**src/rtl/spi_frame_ctrl.sv**
```systemverilog
// rtl/spi_frame_ctrl.sv - SPI command sequencer feeding the WS2812B frame buffer
//
// Decodes one command per chip-select transaction from the SPI slave byte
// stream, packs GRB pixel triplets into frame buffer writes at an
// auto-incrementing, wrapping address, holds the global brightness register,
// drives the show request/acknowledge handshake and returns a status byte.
//
// Ports:
//   clk         system clock (shared with the SPI slave)
//   reset       synchronous, active-high reset
//   spi_cs      raw chip select, active low; high ends the transaction
//   rx_byte     received byte
//   rx_valid    one-cycle strobe qualifying rx_byte
//   rx_first    rx_byte is the first byte of a transaction (command byte)
//   tx_byte     status {5'b0, err_addr, err_ovr, show_req}
//   fb_we       one-cycle frame buffer write strobe
//   fb_addr     frame buffer write address
//   fb_wdata    pixel data {G,R,B}
//   brightness  global brightness for the driver
//   show_req    request to latch and transmit the frame
//   show_ack    one-cycle driver acknowledge
module spi_frame_ctrl #(
  parameter int         NUM_LEDS   = 64,
  parameter int         ADDR_W     = 6,
  parameter logic [7:0] BRIGHT_RST = 8'h40
) (
  input  logic              clk,
  input  logic              reset,
  input  logic              spi_cs,
  input  logic [7:0]        rx_byte,
  input  logic              rx_valid,
  input  logic              rx_first,
  output logic [7:0]        tx_byte,
  output logic              fb_we,
  output logic [ADDR_W-1:0] fb_addr,
  output logic [23:0]       fb_wdata,
  output logic [7:0]        brightness,
  output logic              show_req,
  input  logic              show_ack
);

  localparam logic [7:0] CMD_WRITE  = 8'h01;
  localparam logic [7:0] CMD_SHOW   = 8'h02;
  localparam logic [7:0] CMD_BRIGHT = 8'h03;
  localparam logic [7:0] CMD_CLRERR = 8'h04;

  typedef enum logic [2:0] {
    IDLE,
    ADDR_HI,
    ADDR_LO,
    PIX_G,
    PIX_R,
    PIX_B,
    BRIGHT,
    DISCARD
  } state_t;

  state_t              state_q;
  logic [7:0]          addr_hi_q;
  logic [ADDR_W-1:0]   ptr_q;
  logic [7:0]          g_q;
  logic [7:0]          r_q;
  logic                fb_we_q;
  logic [ADDR_W-1:0]   fb_addr_q;
  logic [23:0]         fb_wdata_q;
  logic [7:0]          bright_q;
  logic                show_req_q;
  logic                err_addr_q;
  logic                err_ovr_q;
  logic [7:0]          tx_byte_q;

  logic                show_req_d;
  logic                err_addr_d;
  logic                err_ovr_d;

  // A raised chip select swallows any byte arriving in the same cycle.
  logic                cmd_v;
  logic                data_v;
  logic [15:0]         addr16;
  logic                addr_oob;
  logic                is_show;
  logic                is_clrerr;

  assign cmd_v     = !spi_cs && rx_valid && rx_first;
  assign data_v    = !spi_cs && rx_valid && !rx_first;
  assign addr16    = {addr_hi_q, rx_byte};
  assign addr_oob  = 32'(addr16) >= NUM_LEDS;
  assign is_show   = cmd_v && (rx_byte == CMD_SHOW);
  assign is_clrerr = cmd_v && (rx_byte == CMD_CLRERR);

  // Flag next-state is computed here so tx_byte can register the same values
  // the flags take, keeping the status byte in step with the flags.
  always_comb begin
    show_req_d = show_req_q;
    err_ovr_d  = err_ovr_q;
    err_addr_d = err_addr_q;
    if (show_ack) begin
      show_req_d = 1'b0;
    end
    if (is_show) begin
      show_req_d = 1'b1;
      // A coincident ack retires the old request, so it is not an overrun.
      if (show_req_q && !show_ack) begin
        err_ovr_d = 1'b1;
      end
    end
    if (data_v && (state_q == ADDR_LO) && addr_oob) begin
      err_addr_d = 1'b1;
    end
    if (is_clrerr) begin
      err_addr_d = 1'b0;
      err_ovr_d  = 1'b0;
    end
  end

  always_ff @(posedge clk) begin
    if (reset) begin
      state_q    <= IDLE;
      addr_hi_q  <= 8'h00;
      ptr_q      <= '0;
      g_q        <= 8'h00;
      r_q        <= 8'h00;
      fb_we_q    <= 1'b0;
      fb_addr_q  <= '0;
      fb_wdata_q <= 24'h0;
      bright_q   <= BRIGHT_RST;
      show_req_q <= 1'b0;
      err_addr_q <= 1'b0;
      err_ovr_q  <= 1'b0;
      tx_byte_q  <= 8'h00;
    end else begin
      fb_we_q    <= 1'b0;
      show_req_q <= show_req_d;
      err_addr_q <= err_addr_d;
      err_ovr_q  <= err_ovr_d;
      tx_byte_q  <= {5'b0, err_addr_d, err_ovr_d, show_req_d};

      if (spi_cs) begin
        // End of transaction; any partial pixel in g_q/r_q is simply dropped.
        state_q <= IDLE;
      end else if (cmd_v) begin
        unique case (rx_byte)
          CMD_WRITE:  state_q <= ADDR_HI;
          CMD_BRIGHT: state_q <= BRIGHT;
          default:    state_q <= DISCARD;
        endcase
      end else if (data_v) begin
        unique case (state_q)
          IDLE: state_q <= DISCARD;
          ADDR_HI: begin
            addr_hi_q <= rx_byte;
            state_q   <= ADDR_LO;
          end
          ADDR_LO: begin
            if (addr_oob) begin
              state_q <= DISCARD;
            end else begin
              ptr_q   <= addr16[ADDR_W-1:0];
              state_q <= PIX_G;
            end
          end
          PIX_G: begin
            g_q     <= rx_byte;
            state_q <= PIX_R;
          end
          PIX_R: begin
            r_q     <= rx_byte;
            state_q <= PIX_B;
          end
          PIX_B: begin
            fb_we_q    <= 1'b1;
            fb_addr_q  <= ptr_q;
            fb_wdata_q <= {g_q, r_q, rx_byte};
            ptr_q      <= (ptr_q == ADDR_W'(NUM_LEDS - 1)) ? '0 : ptr_q + 1'b1;
            state_q    <= PIX_G;
          end
          BRIGHT: begin
            bright_q <= rx_byte;
            state_q  <= DISCARD;
          end
          default: state_q <= DISCARD;
        endcase
      end
    end
  end

  assign tx_byte    = tx_byte_q;
  assign fb_we      = fb_we_q;
  assign fb_addr    = fb_addr_q;
  assign fb_wdata   = fb_wdata_q;
  assign brightness = bright_q;
  assign show_req   = show_req_q;

endmodule
```
**config.mk**
```make
export PLATFORM = sky130hd
export DESIGN_NAME = spi_frame_ctrl
export DESIGN_NICKNAME = d
export VERILOG_FILES = /design/src/rtl/spi_frame_ctrl.sv
export SDC_FILE = /design/constraint.sdc
export NUM_CORES = 1
export LEC_CHECK = 0
export CAP_MARGIN = 20
export CORE_MARGIN = 2
export CORE_UTILIZATION = 55
export CTS_CLUSTER_SIZE = 14
export DETAILED_ROUTE_END_ITERATION = 8
export DONT_BUFFER_PORTS = 1
export GPL_TIMING_DRIVEN = 0
export PLACE_DENSITY_LB_ADDON = 0.12
export RECOVER_POWER = 100
export SYNTH_ARGS = -nofsm -noshare
export SYNTH_HDL_FRONTEND = slang
export SYNTH_SLANG_ARGS = --single-unit
```
**constraint.sdc**
```tcl
create_clock -name clk -period 3.7 [get_ports clk]
set_input_delay 0.555 -clock clk [delete_from_list [all_inputs] [get_ports clk]]
set_output_delay 0.555 -clock clk [all_outputs]
set_load 0.02 [all_outputs]
```
After elaboration in Yosys (flattened, before gate mapping) --
Cells that the tools add are included.
Cells by class: add/sub/neg operators 1, order comparisons 1, muxes and demuxes 16, bitwise gates (word level) 3, eq/ne operators 12, reductions and logical operators 21
Operators with widths (number):
- AND reduction 4 bit | 5
- == test 8 x 2 -> 1 bit (second input constant) | 2
- >= comparator 16 x 7 -> 1 bit (second input constant) | 1
- case mux 3 bit (5 select lines) | 1
- two-way mux 6 bit | 2
- case mux 6 bit (2 select lines) | 1
- == test 3 bit (second input constant) | 3
- two-way mux 3 bit | 3
- == test 8 x 1 -> 1 bit (second input constant) | 1
- == test 8 x 3 -> 1 bit (second input constant) | 1
- logical AND 1 bit | 8
- two-way mux 1 bit | 8
- adder 6 x 1 -> 6 bit (second input constant) | 1
- == test 3 x 2 -> 1 bit (second input constant) | 2
- == test 6 bit (second input constant) | 1
- case mux 3 bit (2 select lines) | 1
- AND reduction 5 bit | 1
- nonzero test 2 bit | 2
- OR reduction 4 bit | 1
- == test 3 x 1 -> 1 bit (second input constant) | 1
- zero test 1 bit | 3
- inverter 1 bit | 3
- inequality test 2 bit (second input constant) | 1
- OR reduction 2 bit | 1
Word-level totals: output and inout port bits 48, word-level logic and storage cells 68, register bits after elaboration 83, input port bits 14

Longest topological paths before layout --
depth after elaboration 7, depth in mapped cells 6

Worst setup path after synthesis --
No wires, ideal clock.
path type input-to-reg, from input spi_cs, to register addr_hi_q[2], path slack 1.846 ns, data required time 3.572 ns, data arrival time 1.727 ns, cell stages on the path 6, library setup time 0.128 ns, cell sequence or3b_1 > buf_2 > or3_1 > buf_6 > mux2i_1 > nor2_1
Between the ends: word-level cells in the longest chain between the ends 5
Ends and longest elaborated chain:
- from (decl) | line 29 | input logic spi_cs,
- zero test 1 bit | line 84, 85
- logical AND 1 bit | line 84, 85
- logical AND 1 bit | line 84 | assign cmd_v = !spi_cs && rx_valid && rx_first;
- inverter 1 bit (no line)
- AND reduction 4 bit (no line) *
- to (signal assigned) | line 151 | addr_hi_q <= rx_byte;
- to (decl) | line 59 | logic [7:0] addr_hi_q;
Every way passes the cells marked *; elsewhere a longest branch is shown, timed or not. A chain may end at the register's enable or synchronous reset.

Worst setup path after layout --
from input spi_cs, to register bright_q[6], in the netlist brightness[6]
Between the ends: word-level cells in the longest chain between the ends 5
Ends and longest elaborated chain:
- zero test 1 bit | line 84, 85
- logical AND 1 bit | line 84, 85
- logical AND 1 bit | line 84
- inverter 1 bit (no line)
- AND reduction 4 bit (no line) *
- to (signal assigned) | line 178 | bright_q <= rx_byte;
- to (decl) | line 66 | logic [7:0] bright_q;
Marked as above.

==> flow_summary_export.csv <==
group,metric,value,unit
cells_and_area,instances_no_fill,448,
cells_and_area,drive_above_1_share,5.85,%
timing,rsz0062_at_grt,"false",
timing,fmax,424,MHz
min_path,hp-start,"spi_cs",
cells_and_area,antennaDiodeCount,0,
yosys,yosysTopAreaCellShare,48.4,%
grt,grt_max_degree,13,
yosys,synth_edf_count,0,
grt,grt_pass1_wl,11.6,mm
yosys,synth.avg_cell_area,8.68,sq um
floorplan,rows,27,
floorplan,die_y,79.1,um
worst_setup_path,path_max_fanout,10,
timing,fin_crit,2.36,ns
routing,wl_per_cell,15.9,um
clock_network,path_clk_slew,0.07,ns
routing,wirelength,7.13,mm
worst_setup_path,slowest_stage,"nor3b_1",
placement,place_inst,433,
routing,ant_nets,0,
yosys,seq_area_frac_synth,48.4,%
floorplan,io-pin-count,62,
worst_setup_path,crit_path_end_kind,"register",
placement,pre_cts_ws,1.69,ns
worst_setup_path,cp.depth,3,
timing,worst_pin_slew,1.16,ns
routing,drc,0,
floorplan,design.die.area,0.00625,sq mm
yosys,ys_async_sr_fraction,0,%
timing,relSlewSlack,22.5,%
worst_setup_path,r2r-start,"state_q[2]",
clock_network,cts_buffer_depth,2,
worst_setup_path,crit_required,3.93,ns
timing,setup-tns-final,0,ns
grt,antenna_found_initial,0,
clock_network,cts_tree,"done",
min_path,hp-class,"input pin to register",
floorplan,initial_core_util,56.7,%
clock_network,insertion_delay,0.35,ns
worst_setup_path,worstSetupPathType,"input pin to register",
worst_setup_path,endpoint,"brightness[6]",
yosys,ys_warn_count,0,
routing,vias,2477,
timing,timing.final.ws_setup,1.34,ns
worst_setup_path,critPathBufInv,0,
clock_network,cts_setup_buffers,0,
worst_setup_path,r2r_slack,1.83,ns
clock_network,cts_made_buffers,9,
cells_and_area,synthToLayoutAreaGrowth,9.20,%
yosys,synth_area_leaders,"dfxtp_1 (48%), mux2i_1 (11%), nand2_1 (7.7%)",
worst_setup_path,rr_endpoint,"r_q[1]",
yosys,synth_ff_type,"dfxtp_1",
yosys,synth_top_cell_by_area,"dfxtp_1",
clock_network,cts_resized,0,
worst_setup_path,critPathLaunchType,"input pin",
placement,port_buffers,0,
pwr,static-leakage-power,1.29,nW
worst_setup_path,cp_cell_sequence,"nor3b_1, nand3_1, a211o_1",
yosys,synthCells,357,
yosys,yosysMostFrequentCell,"dfxtp_1",
run,maxCapViolCount,0,
pwr,powerDensity,460,mW/mm^2
timing,hold_slack,0.278,ns
timing,slew_viol_final,0,
grt,grt_util_all_layers,24.6,%
placement,globalplace.congestion,0.868,
worst_setup_path,path_delay_family,"simple AND/OR/NAND/NOR gates",
grt,grt_pass1_vias,2345,
worst_setup_path,ff2ff_path_depth,5,
routing,drtIter0Drc,131,
clock_network,htreeDepth,3,
routing,vias_per_cell,5.53,
status,status,"completed",
pwr,power.total,1.56,mW
floorplan,die_x,79.1,um
pwr,max-vdd-ir-drop,328,uV
timing,finalCritPeriodShare,63.8,%
yosys,ys_ff_latch,75,
clock_network,cts_root_buffer,"clkbuf_8",
yosys,syn-cell-area,0.00310,sq mm
yosys,synth_cell_types,47,
timing,hold_violations,0,
clock_network,clock_sink_count,75,
timing,clock_skew,0.0123,ns
timing,setup_violations,0,
floorplan,coreArea,0.00547,sq mm
yosys,synth_common_cells,"dfxtp_1 (75), nand2_1 (64), nor2_1 (46), a21oi_1 (37), mux2i_1 (34)",
grt,overflow,0,
placement,hpwl,4.90,mm
clock_network,hold_buffers,0,
cells_and_area,nets,387,
worst_setup_path,crit_start,"spi_cs",
worst_setup_path,cpPeakStageDelay,0.91,ns
routing,drt_pre_antenna_iters,4,
worst_setup_path,worstPathArrival,2.59,ns
-- cell usage in the layout (no fill, tap or decap), types with 2 or more instances in the layout --
master      instances
nor3b_1             4
a21oi_1            37
bufinv_16           2
clkbuf_8           10
and3b_1             2
nand2b_1            4
conb_1              5
a211oi_1            2
inv_1               4
nor3_1              2
nand4_1             2
a31oi_1             5
o21ai_0             3
nand2_1            64
nor4_1              2
a311oi_1            2
or3_1               2
a41o_1              2
a211o_1             3
clkbuf_1           25
nor2_1             46
buf_4               5
nand3_1             4
dfxtp_1            75
nor2b_1             4
buf_2               2
and3_1              2
a21o_1              2
clkinvlp_4          2
mux2i_1            34
-- where the power goes --
| group | total, mW | internal, mW | switching, mW |
|---|---|---|---|
| Combinational | 0.0581 | 0.0199 | 0.0382 |
| Sequential | 0.815 | 0.810 | 0.00490 |
| Clock | 0.683 | 0.395 | 0.289 |
-- worst register-to-register path, delay by kind of cell (launching register included) --
| family | cells | cell delay, ns |
|---|---|---|
| DFF | 1 | 0.45 |
| buffers and inverters | 1 | 0.48 |
| muxes | 1 | 0.26 |
| and+or+nand+nor | 3 | 0.55 |
-- worst min-delay path by stage --
stage | to | slack [ns] | cells after the start
after detailed placement | fb_wdata[21] | 0.44 | 2
after CTS | state_q[2] | 0.26 | 1
final | state_q[2] | 0.28 | 1
after floorplan | fb_wdata[10] | 0.43 | 2
after global routing | state_q[0] | 0.26 | 1
after global placement | fb_wdata[19] | 0.44 | 2
-- logic make-up after synthesis --
kind of cell             synth area share (%)
adder cells (fa/ha/maj)                 0.403
buffers and inverters                    5.89
AND/OR/NAND/NOR                          20.8
XOR/XNOR                                0.283
AO/OA/AOI/OAI                            12.7
flip-flops                               48.4
multiplexers                             11.3
other                                   0.121
-- cell type report --
cell class,count,area (sq um)
clock buffers,11,141
well taps,72,90.1
plain buffers,32,141
inverters,4,15.0
fillers,533,2090
multi-input cells,250,1420
flip-flops and latches,75,1500
clock inverters,4,75.1
-- per-layer routing --
metal  global-route usage, %  part of all wire [%]  vias to the layer above
met5                       0                     0                        -
met4                    10.3                   1.5                        0
met3                    8.30                   8.8                        9
met2                    38.3                    46                       86
met1                    31.1                    44                     1154
li1                        -                     -                     1228
-- sequential cells by signal, indices dropped and copies added (netlist names) --
signal      count
tx_byte         2
fb_wdata       24
err_addr_q      1
g_q             8
ptr_q           6
fb_we           1
fb_addr         6
brightness      8
state_q         3
addr_hi_q       8
r_q             8
-- through the flow --
stage	util (%)	cell area (sq um)
3_3_place_gp	58.6	3210
6_report	61.9	3390
4_1_cts	62.5	3420
5_1_grt	61.9	3390
3_5_place_dp	58.6	3210
2_1_floorplan	-	3120
Power figures use the tool's default switching activity.
